===== config.mk =====
export PLATFORM = sky130hd
export DESIGN_NAME = decode_prefix_sequencer
export DESIGN_NICKNAME = d
export VERILOG_FILES = /design/src/rtl/decode_prefix_sequencer.sv
export SDC_FILE = /design/constraint.sdc
export NUM_CORES = 1
export LEC_CHECK = 0
export CORE_MARGIN = 2
export CORE_UTILIZATION = 49
export CTS_CLUSTER_SIZE = 10
export DETAILED_ROUTE_END_ITERATION = 10
export GPL_ROUTABILITY_DRIVEN = 0
export PLACE_DENSITY_LB_ADDON = 0.08
export SLEW_MARGIN = 20
export SYNTH_ARGS = -nofsm -noshare
export SYNTH_HDL_FRONTEND = slang
export SYNTH_SLANG_ARGS = --single-unit

===== constraint.sdc =====
create_clock -name clock_i -period 3.54 [get_ports clock_i]
set_input_delay 0.354 -clock clock_i [delete_from_list [all_inputs] [get_ports clock_i]]
set_output_delay 0.354 -clock clock_i [all_outputs]
set_load 0.05 [all_outputs]

===== src/rtl/decode_prefix_sequencer.sv =====
// Prefix sequencer for the instruction decoder front end.
// Consumes instruction bytes from the prefetch queue, accumulates the legacy
// prefix state (operand/address size, lock, segment override, REP/REPNE) and
// presents the bundle together with the first non-prefix byte to the decoder.
// An instruction carrying more than MAX_PREFIX prefixes is terminated with
// out_error_o set and the overflowing prefix byte reported as the opcode.
//
// Ports
//   clock_i              rising-edge clock
//   reset_i              synchronous active-high reset
//   flush_i              drop the in-progress instruction
//   byte_valid_i/_data_i prefetch queue byte and its valid
//   byte_ready_o         byte accepted this cycle (COLLECT)
//   out_valid_o          bundle available (HOLD)
//   out_ready_i          decoder accepts the bundle
//   out_*_o              registered bundle fields
module decode_prefix_sequencer #(
    parameter int unsigned MAX_PREFIX = 14
) (
    input  logic       clock_i,
    input  logic       reset_i,
    input  logic       flush_i,
    input  logic       byte_valid_i,
    input  logic [7:0] byte_data_i,
    output logic       byte_ready_o,
    output logic       out_valid_o,
    input  logic       out_ready_i,
    output logic [7:0] out_opcode_o,
    output logic       out_address_size_o,
    output logic       out_operand_size_o,
    output logic       out_bus_lock_o,
    output logic [2:0] out_segment_o,
    output logic [1:0] out_rep_o,
    output logic [3:0] out_prefix_count_o,
    output logic       out_error_o
);

    localparam int unsigned CNT_W = 4;
    localparam logic [CNT_W-1:0] CNT_MAX = CNT_W'(MAX_PREFIX);
    localparam logic [CNT_W-1:0] CNT_OVF = CNT_W'(MAX_PREFIX + 1);

    localparam logic [0:0] ST_COLLECT = 1'b0;
    localparam logic [0:0] ST_HOLD    = 1'b1;

    logic [0:0]       state_q, state_d;
    logic             byte_ready_q, byte_ready_d;
    logic             out_valid_q, out_valid_d;
    logic [7:0]       opcode_q, opcode_d;
    logic             asz_q, asz_d;
    logic             osz_q, osz_d;
    logic             lock_q, lock_d;
    logic [2:0]       seg_q, seg_d;
    logic [1:0]       rep_q, rep_d;
    logic [CNT_W-1:0] count_q, count_d;
    logic             error_q, error_d;

    logic       is_prefix;
    logic       is_seg;
    logic [2:0] seg_code;
    logic       is_rep;
    logic [1:0] rep_code;
    logic       is_osz;
    logic       is_asz;
    logic       is_lock;

    logic byte_fire;
    logic out_fire;

    // byte_ready_q is only ever high in COLLECT, so it doubles as the state qualifier.
    assign byte_fire = byte_valid_i & byte_ready_q;
    assign out_fire  = out_valid_q & out_ready_i;

    // Prefix byte classification.
    always_comb begin
        is_prefix = 1'b1;
        is_seg    = 1'b0;
        seg_code  = 3'd0;
        is_rep    = 1'b0;
        rep_code  = 2'b00;
        is_osz    = 1'b0;
        is_asz    = 1'b0;
        is_lock   = 1'b0;
        case (byte_data_i)
            8'h26: begin is_seg = 1'b1; seg_code = 3'd1; end
            8'h2E: begin is_seg = 1'b1; seg_code = 3'd2; end
            8'h36: begin is_seg = 1'b1; seg_code = 3'd3; end
            8'h3E: begin is_seg = 1'b1; seg_code = 3'd4; end
            8'h64: begin is_seg = 1'b1; seg_code = 3'd5; end
            8'h65: begin is_seg = 1'b1; seg_code = 3'd6; end
            8'h66: is_osz  = 1'b1;
            8'h67: is_asz  = 1'b1;
            8'hF0: is_lock = 1'b1;
            8'hF2: begin is_rep = 1'b1; rep_code = 2'b10; end
            8'hF3: begin is_rep = 1'b1; rep_code = 2'b11; end
            default: is_prefix = 1'b0;
        endcase
    end

    // Next-state and bundle update.
    always_comb begin
        state_d  = state_q;
        opcode_d = opcode_q;
        asz_d    = asz_q;
        osz_d    = osz_q;
        lock_d   = lock_q;
        seg_d    = seg_q;
        rep_d    = rep_q;
        count_d  = count_q;
        error_d  = error_q;

        if (flush_i) begin
            state_d  = ST_COLLECT;
            opcode_d = 8'h00;
            asz_d    = 1'b0;
            osz_d    = 1'b0;
            lock_d   = 1'b0;
            seg_d    = 3'd0;
            rep_d    = 2'b00;
            count_d  = '0;
            error_d  = 1'b0;
        end else begin
            case (state_q)
                ST_COLLECT: begin
                    if (byte_fire) begin
                        if (is_prefix && (count_q == CNT_MAX)) begin
                            // One prefix too many: terminate the instruction as an error.
                            opcode_d = byte_data_i;
                            error_d  = 1'b1;
                            count_d  = CNT_OVF;
                            state_d  = ST_HOLD;
                        end else if (is_prefix) begin
                            count_d = count_q + CNT_W'(1);
                            if (is_seg)  seg_d  = seg_code;
                            if (is_rep)  rep_d  = rep_code;
                            if (is_osz)  osz_d  = 1'b1;
                            if (is_asz)  asz_d  = 1'b1;
                            if (is_lock) lock_d = 1'b1;
                        end else begin
                            opcode_d = byte_data_i;
                            state_d  = ST_HOLD;
                        end
                    end
                end
                ST_HOLD: begin
                    if (out_fire) begin
                        state_d  = ST_COLLECT;
                        opcode_d = 8'h00;
                        asz_d    = 1'b0;
                        osz_d    = 1'b0;
                        lock_d   = 1'b0;
                        seg_d    = 3'd0;
                        rep_d    = 2'b00;
                        count_d  = '0;
                        error_d  = 1'b0;
                    end
                end
                default: state_d = ST_COLLECT;
            endcase
        end

        byte_ready_d = (state_d == ST_COLLECT);
        out_valid_d  = (state_d == ST_HOLD);
    end

    // State and output registers; reset overrides flush and both handshakes.
    always_ff @(posedge clock_i) begin
        if (reset_i) begin
            state_q      <= ST_COLLECT;
            byte_ready_q <= 1'b0;
            out_valid_q  <= 1'b0;
            opcode_q     <= 8'h00;
            asz_q        <= 1'b0;
            osz_q        <= 1'b0;
            lock_q       <= 1'b0;
            seg_q        <= 3'd0;
            rep_q        <= 2'b00;
            count_q      <= '0;
            error_q      <= 1'b0;
        end else begin
            state_q      <= state_d;
            byte_ready_q <= byte_ready_d;
            out_valid_q  <= out_valid_d;
            opcode_q     <= opcode_d;
            asz_q        <= asz_d;
            osz_q        <= osz_d;
            lock_q       <= lock_d;
            seg_q        <= seg_d;
            rep_q        <= rep_d;
            count_q      <= count_d;
            error_q      <= error_d;
        end
    end

    assign byte_ready_o       = byte_ready_q;
    assign out_valid_o        = out_valid_q;
    assign out_opcode_o       = opcode_q;
    assign out_address_size_o = asz_q;
    assign out_operand_size_o = osz_q;
    assign out_bus_lock_o     = lock_q;
    assign out_segment_o      = seg_q;
    assign out_rep_o          = rep_q;
    assign out_prefix_count_o = count_q;
    assign out_error_o        = error_q;

endmodule


### Word level (Yosys, flattened, before mapping)

Cells that the tools add are included.

| storage, ports and cells | value |
|---|---|
| logic and storage cells | 107 |
| input bits | 13 |
| output and inout bits | 23 |
| register bits after elaboration | 23 |

| cells by class | value |
|---|---|
| add/sub/neg operators | 1 |
| bitwise logic cells | 4 |
| reduce and logical (&&, ||, !) cells | 13 |
| eq/ne operators | 24 |
| multiplexer cells | 55 |

Operator list:

| cell | count |
|---|---|
| equality test 8 x 6 -> 1 bit (second input constant) | 4 |
| equality test 8 x 7 -> 1 bit (second input constant) | 4 |
| two-way mux 8 bit | 4 |
| two-way mux 1 bit | 26 |
| AND reduction 5 bit | 5 |
| equality test 8 bit (second input constant) | 3 |
| inequality test 2 bit (second input constant) | 9 |
| case mux 3 bit (6 select lines) | 1 |
| two-way mux 4 bit | 4 |
| case mux 8 bit (2 select lines) | 1 |
| two-way mux 3 bit | 5 |
| OR reduction 11 bit | 1 |
| two-way mux 2 bit | 5 |
| case mux 1 bit (2 select lines) | 5 |
| AND reduction 3 bit | 3 |
| case mux 2 bit (2 select lines) | 2 |
| case mux 4 bit (2 select lines) | 1 |
| inequality test 3 bit (second input constant) | 2 |
| case mux 3 bit (2 select lines) | 1 |
| OR reduction 6 bit | 1 |
| adder 4 x 1 -> 4 bit (second input constant) | 1 |
| equality test 4 bit (second input constant) | 1 |
| OR reduction 2 bit | 2 |
| AND 1 bit | 2 |
| other kinds (3) | 4 |

### Longest topological paths before layout

Gate-level depths: netlist of run 1.

| logic depth | value |
|---|---|
| word-level depth | 9 |
| mapped depth | 7 |
| gate-level depth less buffers | 7 |

### Least setup slack after synthesis of run 1

Ideal clock, no wire load.

| path | value |
|---|---|
| kind | register to register |
| start point | reg out_valid_q (netlist: out_valid_o) |
| end point | reg seg_q[0] (netlist: out_segment_o[0]) |
| buffers on the path | 2 |
| period minus slack after synthesis | 1909 ps |
| required time | 3468 ps |
| cell stages (with the launch flop) | 8 |
| library setup time | 72 ps |
| slack | 1631 ps |
| data arrival time | 1838 ps |
| cells stage by stage | dfxtp_1 > buf_2 > inv_1 > nand3_1 > buf_2 > nor2_1 > a21oi_1 > mux2i_1 |

| between the ends | value |
|---|---|
| word-level cells in the longest chain between the ends | 3 |
| elaborated cells on any way between the ends | 9 |
| those cells by class | eq/ne: 5; mux: 1; bitwise: 2; reduce/logical: 1 |

RTL lines:

| item | RTL line | text |
|---|---|---|
| start: declaration | 47 | `logic out_valid_q, out_valid_d;` |
| start signal: assignment | 182 | `out_valid_q <= out_valid_d;` |
| AND 1 bit or NOT 1 bit (tied branches) | - |  |
| inequality test 2 x 1 -> 1 bit (no line) or inequality test 2 bit (tied branches) | - |  |
| AND reduction 5 bit (no line) | - |  |
| end signal: assignment | 187 | `seg_q <= seg_d;` |
| end: declaration | 52 | `logic [2:0] seg_q, seg_d;` |

Several ways; a longest one is shown, not always the timed one.
A chain may end at the register's enable or synchronous reset.

### Final worst setup path of run 1

| path | value |
|---|---|
| start point | in byte_data_i[1] |
| end point | reg rep_q[0] (netlist: out_rep_o[0]) |

| between the ends | value |
|---|---|
| word-level cells in the longest chain between the ends | 7 |
| elaborated cells on any way between the ends | 26 |
| those cells by class | eq/ne: 14; mux: 8; reduce/logical: 4 |

RTL lines:

| item | RTL line | text |
|---|---|---|
| start: declaration | 24 | `input logic [7:0] byte_data_i,` |
| equality test 8 bit | 83 | `case (byte_data_i)` |
| case mux 2 bit (2 select lines) | 83 |  |
| two-way mux 2 bit | 134 | `if (is_rep) rep_d = rep_code;` |
| two-way mux 2 bit | 131 | `end else if (is_prefix) begin` |
| two-way mux 2 bit | 125 | `if (is_prefix && (count_q == CNT_MAX)) begin` |
| two-way mux 2 bit | 124 | `if (byte_fire) begin` |
| case mux 2 bit (2 select lines) | 122 | `case (state_q)` |
| end signal: assignment | 188 | `rep_q <= rep_d;` |
| end: declaration | 53 | `logic [1:0] rep_q, rep_d;` |

Several ways; a longest one is shown, not always the timed one. The select of a mux whose other input is x is not followed.

==> run metrics, run 1 <==
antenna cells=0; cell area power density=293 nW/um^2; synth warn=0; overall power=0.457 mW; clk_lat worst skew=0.31 ns; Bufs on Longest Clock Path=2; Cells after Synth=139; setup TNS=0 ns; Crit. End Element=register; via density per instance=5.97; Starting Density=0.524; die height=53.1 um; most common cell after layout, fill and taps aside=clkdlybuf4s50_1; Comb pwr share=0.155; multi-input logic area=662 sq um; TritonCTS Buffers=3; Fin Clk Skew=0.00290 ns; vias in the first global route=1050; Placeable Area=2250 sq um; Post-synth ARST share=0; fin. max-slew vios=0; area delta synth->final=31.6%; Die ar.=2820 sq um; CP required=3.79 ns; startpoint types=input pin; Clk pwr share=0.264; RSZ-0062 raised after global routing=no; post-synthesis cell type count=33; placed wire-length estimate=2150 um; Seq/Total Area, Yosys=0.389; Worst slew margin=0.422; initial antenna violation count=0; Worst EP arrival=2.43 ns; Yosys reg bits=23; Net Switching=0.122 mW; max cap viols=0; maximum vdd ir drop=0.000235 V; I/O Pins=36; clock sinks=23; Layout Cells excl Fill=199; Post-CTS Setup Inserts=0; wire per inst=14.2 um; # DRC=0; Max Clock Freq=460 MHz; Switching Share=0.267; post-route ant nets=0; synthesized area per cell=8.51 sq um; final worst path period need=2.18 ns; Netlist Area Pre-Place=1180 sq um; Slew @ Worst Pin=0.863 ns; Primary FF master, synth=dfxtp_1; Crit Path Max Fanout=11; Reg power frac=0.580; Port-buffer cells=35; Post-Syn Nets=154; fin util=0.690; GRT Residual Overflow=0; storage element area=460 sq um; root buf cell=clkbuf_4; Fill cells=201; CTS tree=built; htree depth=1; Overall Global Routing Usage=0.227; final hold violation count=0; Finish-stage setup viols=0; largest net degree at the start of global routing=14; Post-CTS Hold Buffers=0; fin nets=187; Post-synth EDFFs=0; dpl cells=195; Critical Setup Path Class=in -> reg; layout cells sized above 1=0.0643; initial drt markers=15; Final Cycle Share=0.614; first-pass GRT wire length=4710 um; Hold Path Class=reg -> reg; clk slew on worst S/H paths=0.12 ns; WL final=2820 um; DR pass1 iterations=5; Via Count=1188; Pleak=0.542 nW; Resize count post-CTS=0; Pint=0.335 mW; FP Rows=17; most frequent cells in the layout=clkdlybuf4s50_1 (35), nand2_1 (24), dfxtp_1 (23); Die W=53.1 um; outcome=finished clean
==> logic make-up (layout without fill, tap and decap cells) <==
| group | Yosys count | in the layout | share of synthesized area |
|---|---|---|---|
| XOR/XNOR | 1 | 1 | 0.00741 |
| flip-flops | 23 | 23 | 0.389 |
| multiplexers | 12 | 12 | 0.103 |
| adder cells (fa/ha/maj) | 2 | 2 | 0.0212 |
| AND/OR/NAND/NOR | 59 | 59 | 0.246 |
| AO/OA/AOI/OAI | 29 | 29 | 0.183 |
| buffers and inverters | 13 | 45 | 0.0508 |
==> cell type report <==
cell class / count / share of cell area
multi-input combinational: 103 / 0.425
sequential: 23 / 0.296
timing repair buffer: 35 / 0.225
tap: 28 / 0.0225
clock buffer: 4 / 0.0169
inverter: 6 / 0.0145
==> stage by stage <==
stage | hold slack [ns] | worst slack [ns] | instance area, sq um
detailed placement | 0.456 | 1.06 | 1530
CTS | 0.474 | 1.40 | 1560
global route | 0.486 | 1.27 | 1560
global placement | 0.446 | 1.14 | 1530
finish | 0.466 | 1.36 | 1560
floorplan | 0.423 | 1.63 | 1180
==> routing by layer <==
metal  global-route usage  wire length [um]
met3               0.0395               134
met2                0.408              1430
met5                    0                 0
met1                0.279              1220
met4               0.0556                28
==> flip-flops by register name (all words and copies together), names as in the netlist <==
register            flops
out_operand_size_o      1
out_opcode_o            8
out_segment_o           3
out_valid_o             1
out_bus_lock_o          1
out_prefix_count_o      4
out_address_size_o      1
out_rep_o               2
out_error_o             1
byte_ready_o            1
==> critical path: stages <==
cell             delay [ns]
clkdlybuf4s50_1        0.68
nand2b_1               0.10
or4_1                  0.60
a32o_1                 0.35
nor2_2                 0.15
mux2i_1                0.19
==> Yosys cell counts (3+ instances only) <==
| cell type | number | area share |
|---|---|---|
| a21oi_1 | 4 | 0.017 |
| a31oi_1 | 7 | 0.037 |
| buf_2 | 3 | 0.013 |
| clkbuf_1 | 3 | 0.0095 |
| dfxtp_1 | 23 | 0.39 |
| inv_1 | 6 | 0.019 |
| mux2i_1 | 11 | 0.093 |
| nand2_1 | 24 | 0.076 |
| nand2b_1 | 3 | 0.016 |
| nand3_1 | 4 | 0.017 |
| nand4_1 | 3 | 0.016 |
| nor2_1 | 12 | 0.038 |
| nor3_1 | 3 | 0.013 |
| o21ai_0 | 4 | 0.017 |
| o22ai_1 | 5 | 0.026 |
==> power by group through the flow <==
stage	Sequential (mW)	Combinational [mW]	Clock, mW
after floorplan	0.281	0.0303	0
after CTS	0.265	0.0703	0.124
after global routing	0.266	0.0764	0.137
final	0.265	0.0709	0.121
after global placement	0.270	0.0691	0
after detailed placement	0.271	0.0700	0
==> final timing paths <==
check / from / endpoint / slack, ns / cells after the start
setup / recovery: byte_data_i[1] / out_rep_o[0] / 1.36 / 6
hold / removal: out_opcode_o[6] / out_opcode_o[6] / 0.47 / 2
setup reg to reg: out_valid_o / out_segment_o[2] / 1.61 / 5
hold reg to reg: out_opcode_o[6] / out_opcode_o[6] / 0.47 / 2
Power figures use the tool's default switching activity.
==> run 2, diff against run 1 <==
--- a/config.mk
+++ b/config.mk
@@ -6,7 +6,7 @@
 export NUM_CORES = 1
 export LEC_CHECK = 0
 export CORE_MARGIN = 2
-export CORE_UTILIZATION = 49
+export CORE_UTILIZATION = 46
 export CTS_CLUSTER_SIZE = 10
 export DETAILED_ROUTE_END_ITERATION = 10
 export GPL_ROUTABILITY_DRIVEN = 0
==> constraint.sdc (replaced) <==
create_clock -name clock_i -period 2.2 [get_ports clock_i]
set_input_delay 0.22 -clock clock_i [delete_from_list [all_inputs] [get_ports clock_i]]
set_output_delay 0.22 -clock clock_i [all_outputs]
set_load 0.05 [all_outputs]
==> run 2 against run 1 <==
- count of clock-buffer cells in the layout fell by 1
- critical path depth fell by 5
- power rose by 65%
- sequential share of layout area fell by 1.6 points
==> run metrics, run 2 (same netlist as run 1, synthesis figures left out) <==
clk_lat worst skew=0.32 ns; final worst path period need=2.00 ns; Bufs on Longest Clock Path=2; initial drt markers=27; Pint=0.546 mW; CP cell instances=clkdlybuf4s50_1; CP max stage delay=0.88 ns; htree depth=1; initial antenna violation count=0; Hold Path Class=reg -> reg; crit path max-delay cell type=clkdlybuf4s50_1; Die W=54.7 um; clk slew on worst S/H paths=0.13 ns; die height=54.7 um; FP Rows=18; Worst EP arrival=1.78 ns; dpl cells=208; cell area power density=458 nW/um^2; vias in the first global route=1064; Starting Density=0.482; Placeable Area=2450 sq um; wire per inst=13.8 um; Port-buffer cells=35; most frequent cells in the layout=clkdlybuf4s50_1 (35), nand2_1 (24), dfxtp_1 (23); antenna cells=0; Net Switching=0.207 mW; outcome=finished clean; placed wire-length estimate=2220 um; Critical Setup Path Class=reg -> out; Die ar.=2990 sq um; final worst slack=0.198 ns; DR pass1 iterations=4; Finish-stage setup viols=0; root buf cell=clkbuf_4; startpoint types=register; final hold violation count=0; Comb pwr share=0.167; Resize count post-CTS=0; CTS tree=built; max cap viols=0; Crit path max-delay family=buffers and inverters; largest net degree at the start of global routing=14; CP required=1.98 ns; layout cells sized above 1=0.126; overall power=0.753 mW; fin. max-slew vios=0; post-route ant nets=0; I/O Pins=36; most common cell after layout, fill and taps aside=clkdlybuf4s50_1; Crit. End Element=output port; Post-CTS Setup Inserts=0; WL final=2920 um; Layout Cells excl Fill=212; GRT Residual Overflow=0; Post-CTS Hold Buffers=0; WHS=0.469 ns; Slew @ Worst Pin=0.503 ns; TritonCTS Buffers=3; Buf/Inv on CP=1; area delta synth->final=38.9%; via density per instance=5.47; Clk pwr share=0.267; Overall Global Routing Usage=0.217; Reg power frac=0.567; fin nets=198; Crit Path Max Fanout=11; Fin Clk Skew=0.00485 ns; # DRC=0; Setup WS pre-CTS=-0.0285 ns; Via Count=1160; maximum vdd ir drop=0.000329 V; first-pass GRT wire length=4740 um; clock sinks=23; Worst slew margin=0.663; Max Clock Freq=500 MHz; RSZ-0062 raised after global routing=no; Largest register FFs=8; Switching Share=0.275; Pleak=0.598 nW; Final Cycle Share=0.910
[run 2: cell count changes in the layout (fill, tap and decap cells not counted), sizes merged]
cell,before,now
buf,0,11
clkbuf,4,3
clkinv,0,1
[run 2: through the flow]
stage | area (sq um) | util | TNS, ns
floorplan | 1180 | - | 0
global placement | 1620 | 0.658 | 0
detailed placement | 1620 | 0.658 | -0.0285
CTS | 1640 | 0.669 | 0
global route | 1640 | 0.669 | 0
finish | 1640 | 0.669 | 0
[run 2: worst paths after layout]
kind                                       from              end  slack, ns  cells past startpoint
worst max-delay path                out_valid_o      out_valid_o       0.20                      1
worst min-delay path            out_opcode_o[2]  out_opcode_o[2]       0.47                      2
worst max register to register      out_valid_o     out_rep_o[0]       0.50                      5
worst min register to register  out_opcode_o[2]  out_opcode_o[2]       0.47                      2
[run 2: layout make-up]
| cell class | count | area [sq um] |
|---|---|---|
| Clock inverter | 1 | 5.00 |
| Tap cell | 30 | 37.5 |
| Multi-Input combinational cell | 103 | 662 |
| Sequential cell | 23 | 460 |
| Fill cell | 206 | 812 |
| Inverter | 6 | 22.5 |
| Timing Repair Buffer | 46 | 433 |
| Clock buffer | 3 | 22.5 |
[run 2: metal layers]
metal | GRT usage | wire length (um)
met5 | 0 | 0
met4 | 0.0708 | 41
met1 | 0.301 | 1310
met3 | 0.0301 | 153
met2 | 0.343 | 1410
[run 2: power groups by stage]
stage / clock network (mW) / registers (mW) / logic, mW
floorplan: 0 / 0.452 / 0.0488
global placement: 0 / 0.435 / 0.124
detailed placement: 0 / 0.436 / 0.125
CTS: 0.207 / 0.427 / 0.125
global route: 0.226 / 0.428 / 0.135
finish: 0.201 / 0.427 / 0.125
==> patch 1, RTL diff (config.mk and constraints of run 2) <==
Set the parameter `MAX_PREFIX` to 8 (it was 14).
--- a/src/rtl/decode_prefix_sequencer.sv
+++ b/src/rtl/decode_prefix_sequencer.sv
@@ -17,3 +17,3 @@
 module decode_prefix_sequencer #(
-    parameter int unsigned MAX_PREFIX = 14
+    parameter int unsigned MAX_PREFIX = 8
 ) (
Function: no difference found for any inputs over 10 cycles, from zero or initial values and one cycle with reset_i high; that may be too few to reach the edited logic, so the function may still have changed.
==> patch 1 against run 2 <==
- setup slack improved by 0.025 ns
- routed wire length increased by 3.7%
- sequential cell count unchanged
- critical path depth unchanged
- power increased by 1.4%
- cell area about the same
- synthesized area decreased by 1.1%
- critical endpoint unchanged
- largest power group unchanged
==> patch 1: results (changes against run 2) <==
Min path
  • Class of the worst hold path: flip-flop to flip-flop
  • Hold depth: 2 (unchanged)

GRT
  • Vias in the first global route: 1,137 (+6.9%)
  • Wire length of the first global-routing pass: 5.09 mm (+7.4%)
  • Largest net degree at the start of global routing: 13 (-1)
  • GRT Total Usage: 23.9% (+2.2 points)
  • Antenna violations before repair: 0 (unchanged)

Clocking
  • Longest Clk Path Bufs: 2 (unchanged)
  • # resized after CTS: 0 (unchanged)
  • Later-pin clock latency in the skew report: between 0.3 and 0.4 ns
  • H-tree level count: 1 (unchanged)
  • Root buffer cell: clkbuf_4
  • CTS clk-pin slew, worst paths: 0.13 ns (about the same)
  • CTS buffer count: 3 (unchanged)

Route
  • Starting DRT DRC Count: 18 (-33%)
  • Vias per cell: 5.52 (+0.91%)
  • Wire per inst: 14.6 um (+6.2%)

Cells and area
  • Diodes inserted: 0 (unchanged)
  • Layout fillers: 203 (-1.5%)
  • Fraction of layout cells with a size suffix above 1: 11.9% (-0.77 points)
  • Number of flip-flops under the largest register name: 8 (unchanged)
  • Fin nets: 193 (-2.5%)
  • Cell area after layout: 1640 um2 (about the same)

Logic synthesis
  • Synth Area in Compound Gates: 17.0% (-1.3 points)
  • Area contributors post-synth: dfxtp_1 39%, mux2i_1 8.6%, nand2_1 7.4%
  • XOR/XNOR share of the synthesized area: 0.749% (+0.0079 points)
  • Seq/Total Area, Yosys: 39.4% (+0.42 points)
  • Syn_nets: 149 (-3.2%)
  • Top-area cell type share of the netlist area: 39.4% (+0.42 points)
  • Unique masters post-synth: 38 (+15%)
  • Synth Area in Adders: 2.14% (+0.023 points)
  • Synth warn: 0 (unchanged)
  • Ys async rst share: 0% (unchanged)
  • Post-synthesis mux area share: 9.84% (-0.42 points)
  • Post-synth top cells: 23 x dfxtp_1, 23 x nand2_1, 14 x nor2_1

Worst setup path
  • Delay-heaviest family, CP: buffers and inverters
  • CP arrival: 1.76 ns (-0.02 ns)
  • Crit path largest cell delay: 0.88 ns (about the same)
  • Crit path max fanout: 12 (+1)
  • Slowest CP cell: clkdlybuf4s50_1
  • Reg2reg path depth: 6 (+1)

Placed design
  • Port Buf Inserts: 35 (unchanged)
  • Pre-CTS WS: -0.0228 ns (+0.00566 ns)
  • Post-DP HPWL: 2.24 mm (+0.78%)

Timing
  • Worst slew pin tran: 0.508 ns (+0.00415 ns)
  • Clock Skew: 0.00376 ns (-0.00109 ns)

Status
  • Status: complete, no violations

Power and ir drop
  • Leak: 0.000613 uW (+2.6%)
  • Max VDD drop: 0.000293 V (-11%)
[patch 1: final timing paths]
kind                       to       startpoint  slack [ns]
min reg2reg   out_opcode_o[5]  out_opcode_o[5]        0.47
max reg2reg  out_segment_o[2]      out_valid_o        0.51
min           out_opcode_o[5]  out_opcode_o[5]        0.47
max               out_valid_o      out_valid_o        0.22
[patch 1: cell type report]
| class | count | share of cell area [%] |
|---|---|---|
| timing repair buffer | 44 | 26.2 |
| inverter | 7 | 1.60 |
| sequential | 23 | 28.0 |
| multi-input combinational | 99 | 40.2 |
| tap | 30 | 2.29 |
| clock buffer | 4 | 1.60 |
[patch 1: per-layer routing]
metal	wire, um	global-route usage, %
met5	0	0
met4	93	12.1
met3	134	5.19
met2	1470	41.0
met1	1330	27.9
[patch 1: power breakdown]
| group | leakage [uW] | switching, uW | total, uW | internal, uW |
|---|---|---|---|---|
| combinational | 0.000412 | 75.4 | 135 | 59.5 |
| sequential | 0.000186 | 4.43 | 427 | 422 |
| clock | 0.0000150 | 131 | 202 | 70.9 |
[patch 1: cells by family after synthesis]
kind of cell,count (synthesis)
xor+xnor,1
flops,23
simple gates,59
mux,11
buf+inv,12
compound gates,26
fa+ha+maj,2
[patch 1: per-stage QoR]
step,setup TNS (ns),cells
4_1_cts,0,207
5_1_grt,0,207
2_1_floorplan,0,134
6_report,0,207
3_5_place_dp,-0.0228,203
3_3_place_gp,0,203
==> patch 2, RTL diff (settings of run 2) <==
Without the edit above. Reset style: asynchronous (`reset_i`), changed in one clocked block. Comments in the files are not updated.
--- a/src/rtl/decode_prefix_sequencer.sv
+++ b/src/rtl/decode_prefix_sequencer.sv
@@ -165,3 +165,3 @@
     // State and output registers; reset overrides flush and both handshakes.
-    always_ff @(posedge clock_i) begin
+    always_ff @(posedge clock_i or posedge reset_i) begin
         if (reset_i) begin
Formal check against the unedited RTL: differs if reset_i is asserted again (counterexample within 4 cycles, from zero or initial values and one cycle with reset_i high); with reset_i held inactive, the same outputs for 10 cycles.
==> patch 2 against run 2 <==
- first-iteration DRC count down 11%
- highest routed layer unchanged
- largest power group unchanged
- final cell count shrank 9.9%
- sequential share of layout area rose by 6.5 points
- setup slack better by 0.12 ns
- critical endpoint unchanged
- power grew 18%
- cell area is 1.4% higher
- sequential cell count is the same
- hold slack got worse by 0.24 ns
- routed wire length increased by 1.5%
- synthesized area increased by 3.4%
- largest cell class unchanged
==> patch 2: results (changes against run 2) <==
Status
  • Status: complete, no violations

Placed design
  • Post-DP HPWL: 2.21 mm (-0.33%)
  • Port Buf Inserts: 35 (unchanged)

GRT
  • Antenna violations before repair: 0 (unchanged)
  • Wire length of the first global-routing pass: 4.90 mm (+3.4%)
  • GRT Total Usage: 19.8% (-2.0 points)
  • Largest net degree at the start of global routing: 24 (+10)
  • Vias in the first global route: 1,101 (+3.5%)

Route
  • First-pass DRT Iterations: 4 (unchanged)
  • Final WL: 2.96 mm (+1.5%)
  • Vias per cell: 5.75 (+5.1%)
  • Starting DRT DRC Count: 24 (-11%)

Logic synthesis
  • Unique masters post-synth: 38 (+15%)
  • Synth Flop Type: dfrtp_1
  • Syn_nets: 132 (-14%)
  • Area contributors post-synth: dfrtp_1 47%, a22o_1 5.7%, nor2_1 4.0%
  • Post-synth top cells: 23 x dfrtp_1, 13 x nor2_1, 8 x a22o_1, 8 x nand2_1
  • Ys async rst share: 100% (+100 points)
  • Synth warn: 0 (unchanged)
  • Seq/Total Area, Yosys: 47.1% (+8.1 points)

Clocking
  • Later-pin clock latency in the skew report: 0.32 ns (about the same)
  • # resized after CTS: 0 (unchanged)
  • Root buffer cell: clkbuf_4
  • H-tree level count: 1 (unchanged)
  • Postcts setup bufs: 0 (unchanged)
  • CTS clk-pin slew, worst paths: between 0.1 and 0.15 ns
  • CTS buffer count: 3 (unchanged)
  • Longest Clk Path Bufs: 2 (unchanged)

Power and ir drop
  • Leak: 0.000745 uW (+25%)
  • Max VDD drop: 0.000418 V (+27%)
  • Switching fraction of total power: 32.8% (+5.3 points)

Worst setup path
  • Crit path largest cell delay: 0.85 ns (-0.03 ns)
  • Worst setup startpoint: out_valid_o
  • Delay-heaviest family, CP: buffers and inverters
  • Crit end category: primary output
  • CP arrival: 1.66 ns (-0.12 ns)
  • R2R Path Start: out_prefix_count_o[0]
  • Slowest CP cell: clkdlybuf4s50_1
  • Crit path max fanout: 8 (-3)

Min path
  • Class of the worst hold path: input pin to async pin

Cells and area
  • Fraction of layout cells with a size suffix above 1: 11.2% (-1.5 points)
  • Fin nets: 177 (-11%)
  • Number of flip-flops under the largest register name: 8 (unchanged)
  • Layout fillers: 207 (+0.49%)
  • Diodes inserted: 0 (unchanged)

Timing
  • Worst slew pin tran: 0.510 ns (+0.00638 ns)
  • Clock Skew: 0.00415 ns (-0.000702 ns)
-- patch 2: cell types whose count changed after synthesis, moves of 5 or more --
cell	change
a22o_1	+8
dfrtp_1	+23
dfxtp_1	-23
mux2i_1	-11
nand2_1	-16
o22ai_1	-5
-- patch 2: routing by layer --
layer  up-vias  global-route usage, %  part of all wire, %
met2        37                   30.8                   49
met5         -                      0                    0
met4         0                   7.67                 0.91
met3         4                   3.75                  5.0
met1       531                   27.1                   45
li1        526                      -                    -
-- patch 2: area by class of cell --
type                            instances  share of cell area (%)
Clock buffer                            4                    1.58
Inverter                                4                   0.901
Multi-Input combinational cell         88                    36.6
Sequential cell                        23                    34.5
Tap cell                               30                    2.25
Timing Repair Buffer                   42                    24.2
-- patch 2: per-stage QoR --
| step | cells | worst slack [ns] | area [um2] | hold slack, ns |
|---|---|---|---|---|
| floorplan | 117 | 0.408 | 1220 | 0.222 |
| global placement | 187 | 0.131 | 1640 | 0.467 |
| detailed placement | 187 | 0.101 | 1640 | 0.479 |
| CTS | 191 | 0.306 | 1670 | 0.242 |
| global route | 191 | 0.270 | 1670 | 0.294 |
| finish | 191 | 0.321 | 1670 | 0.233 |
-- patch 2: logic make-up after synthesis --
group           count (synthesis)  share of synthesized area, %
flops                          23                          47.1
buf+inv                         6                          3.07
fa+ha+maj                       2                          2.05
xor+xnor                        1                         0.717
mux                             1                          1.23
simple gates                   51                          23.8
compound gates                 33                          22.0
-- patch 2: path summary, 6_finish.rpt --
path | to | slack [ns] | cells after the start
setup reg to reg | out_segment_o[1] | 0.45 | 6
max in group asynchronous | out_opcode_o[4] | 1.73 | 3
hold reg to reg | out_error_o | 0.50 | 1
hold / removal | out_valid_o | 0.23 | 3
setup / recovery | out_valid_o | 0.32 | 1
min in group clock_i | out_error_o | 0.50 | 1
-- patch 2: worst reg2reg max path: stages, from the launching register on --
cell,delay [ns]
dfrtp_1,0.46
inv_1,0.07
ha_1,0.22
and3_1,0.26
nor2_1,0.24
o32ai_1,0.19
a32o_1,0.23
-- patch 2: power groups by stage --
| stage | logic (uW) | clock network (uW) | registers, uW |
|---|---|---|---|
| floorplan | 78.7 | 0 | 523 |
| global placement | 231 | 0 | 463 |
| detailed placement | 234 | 0 | 463 |
| CTS | 234 | 207 | 456 |
| global route | 248 | 222 | 459 |
| finish | 233 | 203 | 456 |
